===== config.mk =====
export PLATFORM = sky130hd
export DESIGN_NAME = load_store_unit
export DESIGN_NICKNAME = d
export VERILOG_FILES = /design/src/rtl/load_store_unit.sv
export SDC_FILE = /design/constraint.sdc
export NUM_CORES = 1
export LEC_CHECK = 0
export CAP_MARGIN = 10
export CORE_MARGIN = 1.5
export CORE_UTILIZATION = 45
export DETAILED_ROUTE_END_ITERATION = 6
export DONT_BUFFER_PORTS = 1
export PLACE_DENSITY_LB_ADDON = 0.2
export SLEW_MARGIN = 20
export SYNTH_ARGS = -nofsm -noshare
export SYNTH_HDL_FRONTEND = slang
export SYNTH_SLANG_ARGS = --single-unit
export TNS_END_PERCENT = 10

===== constraint.sdc =====
create_clock -name clk -period 2 [get_ports clk]
set_input_delay 0.2 -clock clk [delete_from_list [all_inputs] [get_ports clk]]
set_output_delay 0.2 -clock clk [all_outputs]
set_load 0.005 [all_outputs]

===== src/rtl/load_store_unit.sv =====
// Load/store unit: turns one RISC-V style load or store into a single word-wide
// memory transaction with byte-lane steering, load extension and fault detection.
`timescale 1ns/1ps
module load_store_unit (
    input  logic        clk,
    input  logic        rst_n,
    input  logic        start,
    input  logic        is_store,
    input  logic [2:0]  funct3,
    input  logic [31:0] addr,
    input  logic [31:0] store_data,
    output logic        busy,
    output logic        done,
    output logic        fault,
    output logic [31:0] load_data,
    output logic        mem_req,
    output logic        mem_we,
    output logic [31:0] mem_addr,
    output logic [31:0] mem_wdata,
    output logic [3:0]  mem_wstrb,
    input  logic        mem_ready,
    input  logic [31:0] mem_rdata
);

    typedef enum logic [1:0] {IDLE, REQ, DONE, ERR} state_t;

    state_t      state, state_next;

    logic [31:0] addr_p0;
    logic        we_p0;
    logic [2:0]  funct3_p0;
    logic [31:0] wdata_p0;
    logic [3:0]  wstrb_p0;

    logic        access_ok;
    logic        accept;
    logic        load_fire;

    function automatic logic is_legal(input logic st, input logic [2:0] f3);
        if (st)
            return f3 inside {3'b000, 3'b001, 3'b010};
        return f3 inside {3'b000, 3'b001, 3'b010, 3'b100, 3'b101};
    endfunction

    // Only the size bits matter here; illegal encodings are rejected separately.
    function automatic logic is_misaligned(input logic [2:0] f3, input logic [1:0] a);
        case (f3[1:0])
            2'b01:   return a[0];
            2'b10:   return a != 2'b00;
            default: return 1'b0;
        endcase
    endfunction

    function automatic logic [31:0] store_lanes(input logic [2:0] f3, input logic [31:0] data);
        case (f3[1:0])
            2'b00:   return {4{data[7:0]}};
            2'b01:   return {2{data[15:0]}};
            default: return data;
        endcase
    endfunction

    function automatic logic [3:0] store_strobe(input logic [2:0] f3, input logic [1:0] a);
        case (f3[1:0])
            2'b00:   return 4'b0001 << a;
            2'b01:   return a[1] ? 4'b1100 : 4'b0011;
            default: return 4'b1111;
        endcase
    endfunction

    function automatic logic [31:0] load_extend(input logic [2:0] f3, input logic [1:0] a,
                                                input logic [31:0] rdata);
        logic [31:0]        shifted;
        logic signed [7:0]  b;
        logic signed [15:0] h;
        shifted = rdata >> {a, 3'b000};
        b       = shifted[7:0];
        h       = shifted[15:0];
        case (f3)
            3'b000:  return {{24{b[7]}}, b};
            3'b001:  return {{16{h[15]}}, h};
            3'b100:  return {24'h000000, b};
            3'b101:  return {16'h0000, h};
            default: return rdata;
        endcase
    endfunction

    assign access_ok = is_legal(is_store, funct3) && !is_misaligned(funct3, addr[1:0]);
    assign accept    = (state == IDLE) && start && access_ok;
    assign load_fire = (state == REQ) && mem_ready && !we_p0;

    always_ff @(posedge clk or negedge rst_n) begin
        if (!rst_n)
            state <= IDLE;
        else
            state <= state_next;
    end

    always_comb begin
        state_next = state;
        case (state)
            IDLE: if (start) state_next = access_ok ? REQ : ERR;
            REQ:  if (mem_ready) state_next = DONE;
            DONE: state_next = IDLE;
            ERR:  state_next = IDLE;
            default: state_next = IDLE;
        endcase
    end

    always_comb begin
        busy      = (state != IDLE);
        done      = (state == DONE) || (state == ERR);
        fault     = (state == ERR);
        mem_req   = (state == REQ);
        mem_we    = (state == REQ) && we_p0;
        mem_wstrb = (state == REQ) ? wstrb_p0 : 4'b0000;
    end

    // Request stage: fields are captured once at acceptance and held for the whole REQ.
    always_ff @(posedge clk or negedge rst_n) begin
        if (!rst_n) begin
            addr_p0   <= '0;
            we_p0     <= 1'b0;
            funct3_p0 <= '0;
            wdata_p0  <= '0;
            wstrb_p0  <= '0;
        end else if (accept) begin
            addr_p0   <= addr;
            we_p0     <= is_store;
            funct3_p0 <= funct3;
            wdata_p0  <= store_lanes(funct3, store_data);
            wstrb_p0  <= is_store ? store_strobe(funct3, addr[1:0]) : 4'b0000;
        end
    end

    assign mem_addr  = {addr_p0[31:2], 2'b00};
    assign mem_wdata = wdata_p0;

    // Result stage: only a completed load updates load_data.
    always_ff @(posedge clk or negedge rst_n) begin
        if (!rst_n)
            load_data <= '0;
        else if (load_fire)
            load_data <= load_extend(funct3_p0, addr_p0[1:0], mem_rdata);
    end

endmodule


=== Word level (Yosys, flattened, before mapping) ===
Cells that the tools add are included.

* Register bits after elaboration: 106
* Input port bits: 104
* Output and inout port bits: 105
* Logic and storage cells: 56

* Equal/unequal tests: 14
* Shift operators: 2
* Mux-type cells: 14
* Reduce and logical (&&, ||, !) cells: 19

{| class="wikitable"
|+ Operators with widths
! cell !! count
|-
| $pmux 32 s4 || 1
|-
| $pmux 32 s2 || 1
|-
| $shr 32x5->16 || 1
|-
| $eq 3x3->1 const B || 4
|-
| $mux 4 || 3
|-
| $pmux 4 s2 || 1
|-
| $eq 2x2->1 const B || 3
|-
| $eq 3x1->1 const B || 2
|-
| $logic_and 1x1->1 || 6
|-
| $logic_not 3->1 || 2
|-
| $mux 2 || 3
|-
| $pmux 2 s3 || 1
|-
| $reduce_bool 5->1 || 1
|-
| $eq 2x1->1 const B || 2
|-
| $logic_not 2->1 || 2
|-
| $reduce_bool 2->1 || 2
|-
| $shl 1x2->4 const A || 1
|-
| $eq 3x2->1 const B || 1
|-
| $mux 1 || 3
|-
| $reduce_bool 3->1 || 1
|-
| $logic_not 1->1 || 2
|-
| $ne 2x1->1 const B || 1
|-
| $ne 2x2->1 const B || 1
|-
| $pmux 1 s2 || 1
|-
| other kinds (3) || 3
|}

=== Logic depth before layout (Yosys ltp) ===
Gate-level depths: netlist of run 1.

* Word-level depth: 8
* Depth in mapped cells: 8
* Mapped depth without buffers: 6

=== Worst setup path before layout of run 1 ===
No wires, ideal clock.

* Kind: input to register
* Start: input funct3[0]
* End: register wdata_p0[18], in the netlist mem_wdata[18]
* Data arrival time: 1,794 ps
* Slack: 81 ps
* Cell stages on the path: 7
* Path through: inv_1 ha_1 clkbuf_8 nor2_2 clkbuf_1 mux2_2 mux2_4

* Longest elaborated chain between the ends: 6
* Elaborated cells between the ends (all ways): 17
* Those cells by class: eq/ne (6); mux (4); reduce/logical (7)

{| class="wikitable"
|+ RTL lines
! element !! RTL line !! RTL
|-
| start: declaration || 9 || <nowiki>input logic [2:0] funct3,</nowiki>
|-
| $eq 3x1->1 (tied with other cells) || 41, 42 ||
|-
| $reduce_bool 3->1 || 41 || <nowiki>return f3 inside {3'b000, 3'b001, 3'b010};</nowiki>
|-
| $mux 1 || 40 || <nowiki>if (st)</nowiki>
|-
| $mux 1 || 42 || <nowiki>return f3 inside {3'b000, 3'b001, 3'b010, 3'b100, 3'b101};</nowiki>
|-
| $logic_and 1x1->1 || 87 || <nowiki>assign access_ok = is_legal(is_store, funct3) && !is_misaligned(funct3, addr[1:0]);</nowiki>
|-
| $logic_and 1x1->1 || 88 || <nowiki>assign accept = (state == IDLE) && start && access_ok;</nowiki>
|-
| end signal: assignment || 130 || <nowiki>wdata_p0 <= store_lanes(funct3, store_data);</nowiki>
|-
| end: declaration || 32 || <nowiki>logic [31:0] wdata_p0;</nowiki>
|}

Several ways; a longest one is shown, not always the timed one. The select of a mux whose other input is x is not followed.
A chain may end at the register's enable or synchronous reset.

=== Worst setup path after layout of run 1 ===
* Start: register state[1]
* End: register addr_p0[31]

* Longest elaborated chain between the ends: 3

{| class="wikitable"
|+ RTL lines
! element !! RTL line !! RTL
|-
| start: declaration || 27 || <nowiki>state_t state, state_next;</nowiki>
|-
| start signal: assignment || 95 || <nowiki>state <= state_next;</nowiki>
|-
| $logic_not 2->1 || 88 ||
|-
| $logic_and 1x1->1 (2 in series) || 88 ||
|-
| end signal: assignment || 127 || <nowiki>addr_p0 <= addr;</nowiki>
|-
| end: declaration || 29 || <nowiki>logic [31:0] addr_p0;</nowiki>
|}

Every way passes these cells.

==> reports/qor.yml, run 1 <==
outcome:
  status: "finished with violations"
  violations: "hold timing"
worst_hold_path:
  hold_path_class: "input pin to async pin"
pwr:
  power_frac_comb_pct: 32.7
  seqPwrFrac_pct: 45.8
  p_int_mw: 6.11
  switching_share_pct: 32.8
  leakage_nw: 3.08
  pwr-share-clk_pct: 21.5
  p_sw_mw: 2.98
  power_mw: 9.10
  powerDensity_nw_per_um2: 1430
  peakVddDrop_v: 0.000699
logic_synthesis:
  yosysWarnings: 0
  synth.avg_cell_area_um2: 11.5
  synthCells: 495
  synth_top_area_share_pct: 46.6
  synthArstFlopShare_pct: 100
  synth_area_leaders: "dfrtp_1 (47%), mux2_4 (18%), buf_4 (4.4%)"
  synth_area_um2: 5690
  synth-seq-area-share_pct: 46.6
  ys_types: 45
  synth_area_leader_cell: "dfrtp_1"
  synth_seq_cells: 106
  ys.flop_type: "dfrtp_1"
  synth_edf_count: 0
worst_setup_path:
  r2r_setup_slack_ns: 0.16
  crit_fanout: 30
  r2r-start: "state[1]$_DFFE_PN0P_"
  crit_path_end_kind: "flop"
  r2r_cells: 5
  cp.depth: 5
  setup.worst_path.class: "flop to flop"
  max_stage_delay_ns: 0.41
  crit_buf_inv: 1
  critPathSlowestCell: "or3b_1"
  worst-endpoint-arrival_ns: 2.07
  reg2reg_to: "addr_p0[31]$_DFFE_PN0P_"
  cp-start-kind: "flop"
  worstPathRequired_ns: 2.23
  startpoint: "state[1]$_DFFE_PN0P_"
  path_delay_family: "simple AND/OR/NAND/NOR gates"
  crit_chain: "or3b_1 > a21oi_2 > nand3_4 > buf_12 > mux2_4"
die:
  die_h_um: 115
  die_w_um: 115
  fp-row-count: 40
  dieArea_um2: 13300
  initial_core_util_pct: 46.8
  coreArea_um2: 12200
  ios: 209
route:
  wl_um: 13200
  drtPass1Iterations: 4
  vias_per_cell: 5.42
  post_drt_wl_per_cell_um: 19.5
  drt-initial-drc-count: 230
  vias: 3666
  postRouteAntennaNets: 0
  drc: 0
placed_design:
  dp_cells: 617
  gp_congestion: 0.800
  place_ws_ns: 0.164
  dp_hpwl_um: 8980
  place_area_um2: 5580
  io_buffers: 0
sta:
  max_slew_margin_pct: 66.4
  setup_violations: 0
  fmax_mhz: 543
  fin_skew_ns: 0.00437
  fin_ws_ns: 0.158
  rsz0062_at_grt: "no"
  worstMarginPinSlew_ns: 0.504
  finalCritPeriodShare_pct: 92.1
  whs_ns: -0.455
  finalCriticalPeriod_ns: 1.84
  hold_violations: 106
  finalMaxSlewViolations: 0
  tns_ns: 0
global_route:
  grt-ovfl-total: 0
  grt_pass1_vias: 3876
  antenna_found_initial: 0
  grt_pass1_wl_um: 20800
  grt_max_degree: 107
  grt.total_usage_pct: 20.2
clocking:
  h-tree-depth: 3
  root_buffer: "clkbuf_16"
  insertion_delay_ns: 0.34
  cts_buffer_depth: 2
  cts_tree: "done"
  clkSlewWorstSetupHoldPaths_ns: 0.07
  clock-sinks: 106
  cts_hold_buffers: 44
  cts_buffers: 9
cells_and_area:
  fillCellCount: 1085
  finalInstanceArea_um2: 6350
  final_cells: 677
  layout.nets: 612
  n_antenna_cell: 0
  layout-drive-gt1-share_pct: 24.8
  syn_to_final_growth_pct: 11.6
job:
  drv_cap: 0
-- stage by stage --
stage                     utilization (%)  hold slack [ns]
final                                52.2           -0.455
after CTS                            52.2           -0.468
after global placement               45.9          -0.0935
after detailed placement             45.9          -0.0934
after global routing                 52.2           -0.475
after floorplan                         -          -0.0956
-- layout make-up --
| cell class | count | area (um^2) | area share [%] |
|---|---|---|---|
| multi-input combinational | 315 | 2520 | 39.6 |
| inverter | 12 | 45.0 | 0.709 |
| sequential | 106 | 2650 | 41.8 |
| timing repair buffer | 60 | 598 | 9.42 |
| tap | 168 | 210 | 3.31 |
| clock buffer | 12 | 256 | 4.04 |
| clock inverter | 4 | 73.8 | 1.16 |
-- cell families after synthesis --
logic type | share of synthesized area, %
muxes | 22.4
AOI/OAI and AO/OA | 8.83
adders and majority gates | 0.879
and+or+nand+nor | 11.8
DFF | 46.6
buffers and inverters | 9.45
other | 0.0659
-- what timing repair did --
item,4_1_cts,5_1_grt
endpoints found under the hold margin,152,106
gates resized for setup,0,0
setup buffers,0,0
-- worst max path at each step --
stage                                           end  slack [ns]
after detailed placement    addr_p0[17]$_DFFE_PN0P_        0.16
after floorplan           mem_wdata[18]$_DFFE_PN0P_        0.08
after global placement     mem_wdata[3]$_DFFE_PN0P_        0.20
final                       addr_p0[31]$_DFFE_PN0P_        0.16
after global routing        addr_p0[17]$_DFFE_PN0P_        0.09
after CTS                   addr_p0[17]$_DFFE_PN0P_        0.15
-- cell usage after synthesis, types with 3 or more instances --
master and number:
clkbuf_1 12, inv_1 12, a22oi_1 8, buf_4 33, nor3_1 3, clkbuf_8 5
a22o_1 4, a22o_2 4, dfrtp_1 106, buf_6 9, nand2b_1 8, nand2_1 51
nor2b_1 5, o21ai_0 28, mux2i_1 12, ha_1 4, nor2_1 13, mux2_2 10
and2_1 11, nand3_1 32, mux2_4 68, a21oi_1 29
-- state kept, by name, indices dropped and copies added (netlist names) --
name,count
state,2
load_data,32
funct3_p0,3
addr_p0,32
wstrb_p0,4
we_p0,1
mem_wdata,32
-- cell usage in the layout (no fill, tap or decap), types with 2 or more instances in the layout --
| cell type | Yosys | final |
|---|---|---|
| a21boi_0 | 2 | 2 |
| a21oi_1 | 29 | 29 |
| a22o_1 | 4 | 4 |
| a22o_2 | 4 | 4 |
| a22oi_1 | 8 | 8 |
| and2_1 | 11 | 11 |
| buf_12 | 0 | 3 |
| buf_4 | 33 | 13 |
| bufinv_16 | 0 | 2 |
| clkbuf_16 | 0 | 9 |
| clkbuf_8 | 5 | 2 |
| conb_1 | 1 | 2 |
| dfrtp_1 | 106 | 106 |
| dlygate4sd3_1 | 1 | 44 |
| ha_1 | 4 | 4 |
| inv_1 | 12 | 12 |
| mux2_2 | 10 | 10 |
| mux2_4 | 68 | 68 |
| mux2i_1 | 12 | 12 |
| nand2_1 | 51 | 51 |
| nand2b_1 | 8 | 8 |
| nand3_1 | 32 | 32 |
| nor2_1 | 13 | 13 |
| nor2b_1 | 5 | 5 |
| nor3_1 | 3 | 2 |
| nor3b_1 | 2 | 2 |
| o21ai_0 | 28 | 28 |
| o22ai_1 | 2 | 2 |
| or2_2 | 2 | 2 |
-- metal layers --
metal	vias up	wire, um	global-route usage [%]
met5	-	0	0
met4	0	318	8.64
met3	21	1150	6.07
met2	155	6500	33.0
met1	1807	5210	25.0
li1	1683	-	-
-- power by group through the flow --
stage | Clock [mW] | Sequential [mW] | Combinational (mW)
5_1_grt | 2.09 | 4.31 | 3.28
6_report | 1.96 | 4.17 | 2.97
3_5_place_dp | 0 | 4.19 | 2.93
4_1_cts | 2.01 | 4.18 | 2.99
2_1_floorplan | 0 | 3.77 | 3.10
3_3_place_gp | 0 | 4.18 | 2.82
-- worst reg2reg max path, cell delays in order (launching register included) --
cell and delay, ns:
dfrtp_1 0.37, or3b_1 0.41, a21oi_2 0.17, nand3_4 0.19, buf_12 0.26, mux2_4 0.33
Power figures use the tool's default switching activity.
==> run 2: changes to the inputs <==
--- a/config.mk
+++ b/config.mk
@@ -9,3 +9,3 @@
 export CORE_MARGIN = 1.5
-export CORE_UTILIZATION = 45
+export CORE_UTILIZATION = 60
 export DETAILED_ROUTE_END_ITERATION = 6
==> constraint.sdc (replaced) <==
create_clock -name clk -period 2 [get_ports clk]
set_input_delay 0.6 -clock clk [delete_from_list [all_inputs] [get_ports clk]]
set_output_delay 0.6 -clock clk [all_outputs]
set_load 0.005 [all_outputs]
==> run 2 against run 1 <==
Global-route usage rose by 3.7 points. Wire length is 10% lower. Clock power decreased by 30%. Via count down 4.0%. Maximum frequency shrank 5.3%. Largest power group unchanged. Die area down 24%. Highest routed layer unchanged. Critical path type is now flop to primary output. The run still ends with hold timing left. Flip-flop and latch count unchanged. Core utilization is 11 points higher. Sequential share of layout area grew 3.8 points. Cell count is 12% lower. Sequential power fell by 1%. Critical endpoint is now mem_wstrb[0].
==> reports/qor.yml, run 2 (synthesized netlist as in run 1, its figures left out) <==
clocking:
  clock-sinks: 106
  cts_buffer_depth: 2
  insertion_delay_ns: 0.37
  cts_buffers: 9
  root_buffer: "clkbuf_8"
  cts_tree: "done"
  clkSlewWorstSetupHoldPaths_ns: 0.10
  h-tree-depth: 3
  postCtsSetupBuffers: 0
die:
  initial_core_util_pct: 61.6
  die_w_um: 100
  dieArea_um2: 10100
  fp-row-count: 35
  die_h_um: 100
  ios: 209
  coreArea_um2: 9240
global_route:
  grt_max_degree: 107
  grt_pass1_wl_um: 18800
  grt_pass1_vias: 3646
  grt-ovfl-total: 0
  grt.total_usage_pct: 23.9
  antenna_found_initial: 0
cells_and_area:
  fin_util_pct: 63.0
  syn_to_final_growth_pct: 2.24
  finalInstanceArea_um2: 5820
  layout.nets: 573
  n_antenna_cell: 0
  multi_input_area_um2: 2540
  most-common-layout-cells: "dfrtp_1 (106), mux2_4 (70), nand2_1 (51)"
  register_area_um2: 2650
  layout-drive-gt1-share_pct: 29.6
  fillCellCount: 730
  layout_commonest_cell: "dfrtp_1"
  final_cells: 599
worst_setup_path:
  worstPathRequired_ns: 1.40
  crit_chain: "buf_6 > and2b_2 > and2_1"
  crit_path_end_kind: "primary output"
  crit_buf_inv: 1
  max_stage_delay_ns: 0.40
  path_delay_family: "simple AND/OR/NAND/NOR gates"
  crit_fanout: 8
  setup.worst_path.class: "flop to primary output"
  critPathSlowestCell: "dfrtp_1"
  worst-endpoint-arrival_ns: 1.35
  cp-start-kind: "flop"
route:
  postRouteAntennaNets: 0
  post_drt_wl_per_cell_um: 19.7
  vias_per_cell: 5.88
  vias: 3520
  wl_um: 11800
  drc: 0
  drt-initial-drc-count: 138
  drtPass1Iterations: 4
sta:
  setup_violations: 0
  finalMaxSlewViolations: 0
  whs_ns: -0.0812
  fin_skew_ns: 0.0169
  finalCriticalPeriod_ns: 1.95
  finalCritPeriodShare_pct: 97.3
  fmax_mhz: 514
  rsz0062_at_grt: "yes"
  fin_ws_ns: 0.0543
  hold_violations: 106
outcome:
  status: "finished with violations"
  violations: "hold timing"
pwr:
  peakVddDrop_v: 0.000619
  leakage_nw: 2.88
  powerDensity_nw_per_um2: 1450
placed_design:
  gp_congestion: 0.796
  dp_hpwl_um: 8550
  place_ws_ns: -0.0487
  io_buffers: 0
  place_area_um2: 5600
  dp_cells: 583
job:
  drv_cap: 0
worst_hold_path:
  hold_path_class: "input pin to async pin"
-- run 2: changes by cell type in the layout (fill, tap and decap cells not counted), sizes merged --
cell | before | now
dlygate4sd3 | 44 | 0
buf | 16 | 21
bufinv | 2 | 1
inv | 12 | 15
clkbuf | 12 | 9
clkinv | 2 | 3
-- run 2: worst paths after layout --
check / from / endpoint / slack (ns) / depth (start not counted)
setup / recovery: state[1]$_DFFE_PN0P_ / mem_wstrb[0] / 0.05 / 3
hold / removal: rst_n / load_data[30]$_DFFE_PN0P_ / -0.08 / 0
setup reg to reg: state[1]$_DFFE_PN0P_ / addr_p0[22]$_DFFE_PN0P_ / 0.17 / 5
hold reg to reg: load_data[29]$_DFFE_PN0P_ / load_data[29]$_DFFE_PN0P_ / 0.53 / 2
max in group asynchronous: rst_n / addr_p0[22]$_DFFE_PN0P_ / 1.89 / 0
min in group clk: is_store / wstrb_p0[3]$_DFFE_PN0P_ / 0.35 / 2
-- run 2: repair_timing --
item,CTS,global route
endpoints found under the setup margin,1,5
cloned,0,0
pin swaps,0,1
resized for setup,1,2
endpoints found under the hold margin,106,106
-- run 2: layout make-up --
type | instances | share of cell area (%)
flip-flops and latches | 106 | 45.6
multi-input cells | 315 | 43.7
repair buffers | 21 | 3.63
well taps | 129 | 2.77
clock buffers | 9 | 2.13
clock inverters | 7 | 1.44
inverters | 12 | 0.774
-- run 2: stage by stage --
step	setup TNS [ns]	total power, mW
floorplan	0	6.88
global placement	0	6.96
detailed placement	-1.66	7.09
CTS	0	8.51
global route	-0.0841	9.02
finish	0	8.44
-- run 2: where the power goes --
group	internal, mW	switching [mW]
logic	1.73	1.22
registers	3.19	0.930
clock network	0.604	0.768
total	5.52	2.92
-- run 2: per-layer routing --
layer | share of wire [%] | GRT usage (%) | up-vias
li1 | - | - | 1605
met1 | 40 | 31.0 | 1728
met2 | 48 | 37.9 | 167
met3 | 9.6 | 7.38 | 20
met4 | 1.9 | 8.56 | 0
met5 | 0 | 0 | -
==> run 3: changes to the inputs <==
- REMOVE_ABC_BUFFERS: default -> 1
==> run 3 against run 2 <==
The flow still finishes with violations (hold timing). Critical path depth did not move. Sequential share of layout area rose by 0.33 points. Core utilization fell by 0.45 points. First-iteration DRC count fell by 20%. Largest cell class unchanged.
==> reports/qor.yml, run 3 (synthesized netlist as in run 1, its figures left out) <==
outcome:
  status: "finished with violations"
  violations: "hold timing"
worst_setup_path:
  r2r-start: "state[1]$_DFFE_PN0P_"
  worst-endpoint-arrival_ns: 1.32
  critical_path.endpoint: "mem_we"
  crit_path_end_kind: "primary output"
  crit_fanout: 8
  max_stage_delay_ns: 0.39
  worstPathRequired_ns: 1.40
  r2r_setup_slack_ns: 0.17
  crit_chain: "buf_6 > and2b_2 > and2_4"
  reg2reg_to: "addr_p0[5]$_DFFE_PN0P_"
  setup.worst_path.class: "flop to primary output"
  r2r_cells: 5
  cp-start-kind: "flop"
  critPathSlowestCell: "dfrtp_1"
  startpoint: "state[1]$_DFFE_PN0P_"
global_route:
  grt_pass1_vias: 3588
  use_met3_pct: 8.22
  antenna_found_initial: 0
  grt_pass1_wl_um: 18400
  grt.total_usage_pct: 23.3
  grt-ovfl-total: 0
  grtUsageMet1_pct: 29.3
  top_usage_layer: "met2"
  grt_max_degree: 107
  grt.met2_usage_pct: 37.4
clocking:
  postCtsSetupBuffers: 0
  h-tree-depth: 3
  cts_buffers: 9
  root_buffer: "clkbuf_8"
  cts_buffer_depth: 2
  clkSlewWorstSetupHoldPaths_ns: 0.10
  clock-sinks: 106
  cts_tree: "done"
  insertion_delay_ns: 0.37
route:
  wl_um: 11800
  drtPass1Iterations: 6
  drc: 0
  vias: 3489
  drt-initial-drc-count: 111
  postRouteAntennaNets: 0
  post_drt_wl_per_cell_um: 19.6
  vias_per_cell: 5.80
placed_design:
  dp_hpwl_um: 8490
  gp_congestion: 0.811
  io_buffers: 0
  dp_cells: 587
sta:
  finalMaxSlewViolations: 0
  hold_violations: 106
  finalCriticalPeriod_ns: 1.92
  finalCritPeriodShare_pct: 96.0
  setup_violations: 0
  whs_ns: -0.0835
  rsz0062_at_grt: "no"
  worstMarginPinSlew_ns: 0.585
  max_slew_margin_pct: 60.9
  fmax_mhz: 521
  fin_skew_ns: 0.0110
pwr:
  peakVddDrop_v: 0.000658
  leakage_nw: 2.87
  powerDensity_nw_per_um2: 1440
die:
  coreArea_um2: 9240
  die_w_um: 100
  dieArea_um2: 10100
  die_h_um: 100
  initial_core_util_pct: 61.6
  fp-row-count: 35
  ios: 209
job:
  drv_cap: 0
worst_hold_path:
  hold_path_class: "input pin to async pin"
cells_and_area:
  layout.nets: 577
  layout-drive-gt1-share_pct: 29.6
  syn_to_final_growth_pct: 1.52
  n_antenna_cell: 0
  final_cells: 602
  most-common-layout-cells: "dfrtp_1 (106), mux2_4 (68), nand2_1 (51)"
  layout_commonest_cell: "dfrtp_1"
## run 3: cell types whose count changed in the layout (fill, tap and decap cells not counted), moves of 2 or more
| cell | previous run | this run |
|---|---|---|
| and2_4 | 2 | 5 |
| ha_1 | 2 | 4 |
| buf_12 | 4 | 2 |
| mux2_2 | 8 | 10 |
| inv_2 | 2 | 0 |
| buf_4 | 16 | 22 |
| ha_2 | 2 | 0 |
| and2_1 | 9 | 6 |
| inv_1 | 10 | 12 |
| mux2_4 | 70 | 68 |
## run 3: how the worst min path moves through the flow
stage	to	slack (ns)
3_3_place_gp	load_data[25]$_DFFE_PN0P_	0.31
5_1_grt	load_data[25]$_DFFE_PN0P_	-0.12
2_1_floorplan	addr_p0[0]$_DFFE_PN0P_	0.30
4_1_cts	wstrb_p0[1]$_DFFE_PN0P_	-0.11
6_report	load_data[1]$_DFFE_PN0P_	-0.08
3_5_place_dp	load_data[1]$_DFFE_PN0P_	0.31
## run 3: final cells by class
class                   count  area (um^2)
fillers                   751         3460
clock buffers               9          124
inverters                  12         45.0
clock inverters             6         51.3
repair buffers             25          216
multi-input cells         315         2530
well taps                 129          161
flip-flops and latches    106         2650
## run 3: through the flow
stage / setup slack (ns) / instance area (um^2) / utilization [%] / setup TNS, ns / power [mW]
after detailed placement: -0.128 / 5590 / 60.5 / -6.81 / 7.11
after global routing: 0.00270 / 5780 / 62.5 / 0 / 8.88
final: 0.0798 / 5780 / 62.5 / 0 / 8.34
after global placement: -0.107 / 5590 / 60.5 / -4.94 / 6.99
after floorplan: -1.14 / 5200 / - / -92.38 / 6.23
after CTS: 0.0522 / 5760 / 62.4 / 0 / 8.36
## run 3: timing repair
item | CTS | global route
endpoints found under the setup margin | 0 | 5
hold endpoints to repair | 106 | 106
resized for setup | 0 | 6
## run 3: layer usage
metal | wire length [um] | vias to the layer above
li1 | - | 1611
met1 | 4800 | 1707
met2 | 5650 | 152
met3 | 1120 | 19
met4 | 226 | 0
met5 | 0 | -
## run 3: where the power goes
part | leakage (nW) | internal, mW | switching, mW
Combinational | 1.49 | 1.76 | 1.23
Sequential | 1.29 | 3.19 | 0.924
Clock | 0.0920 | 0.467 | 0.769
## run 3: critical path, delay by kind of cell (launching register included)
kind                   cells  cell delay (ns)
and+or+nand+nor            2             0.43
DFF                        1             0.39
buffers and inverters      1             0.14
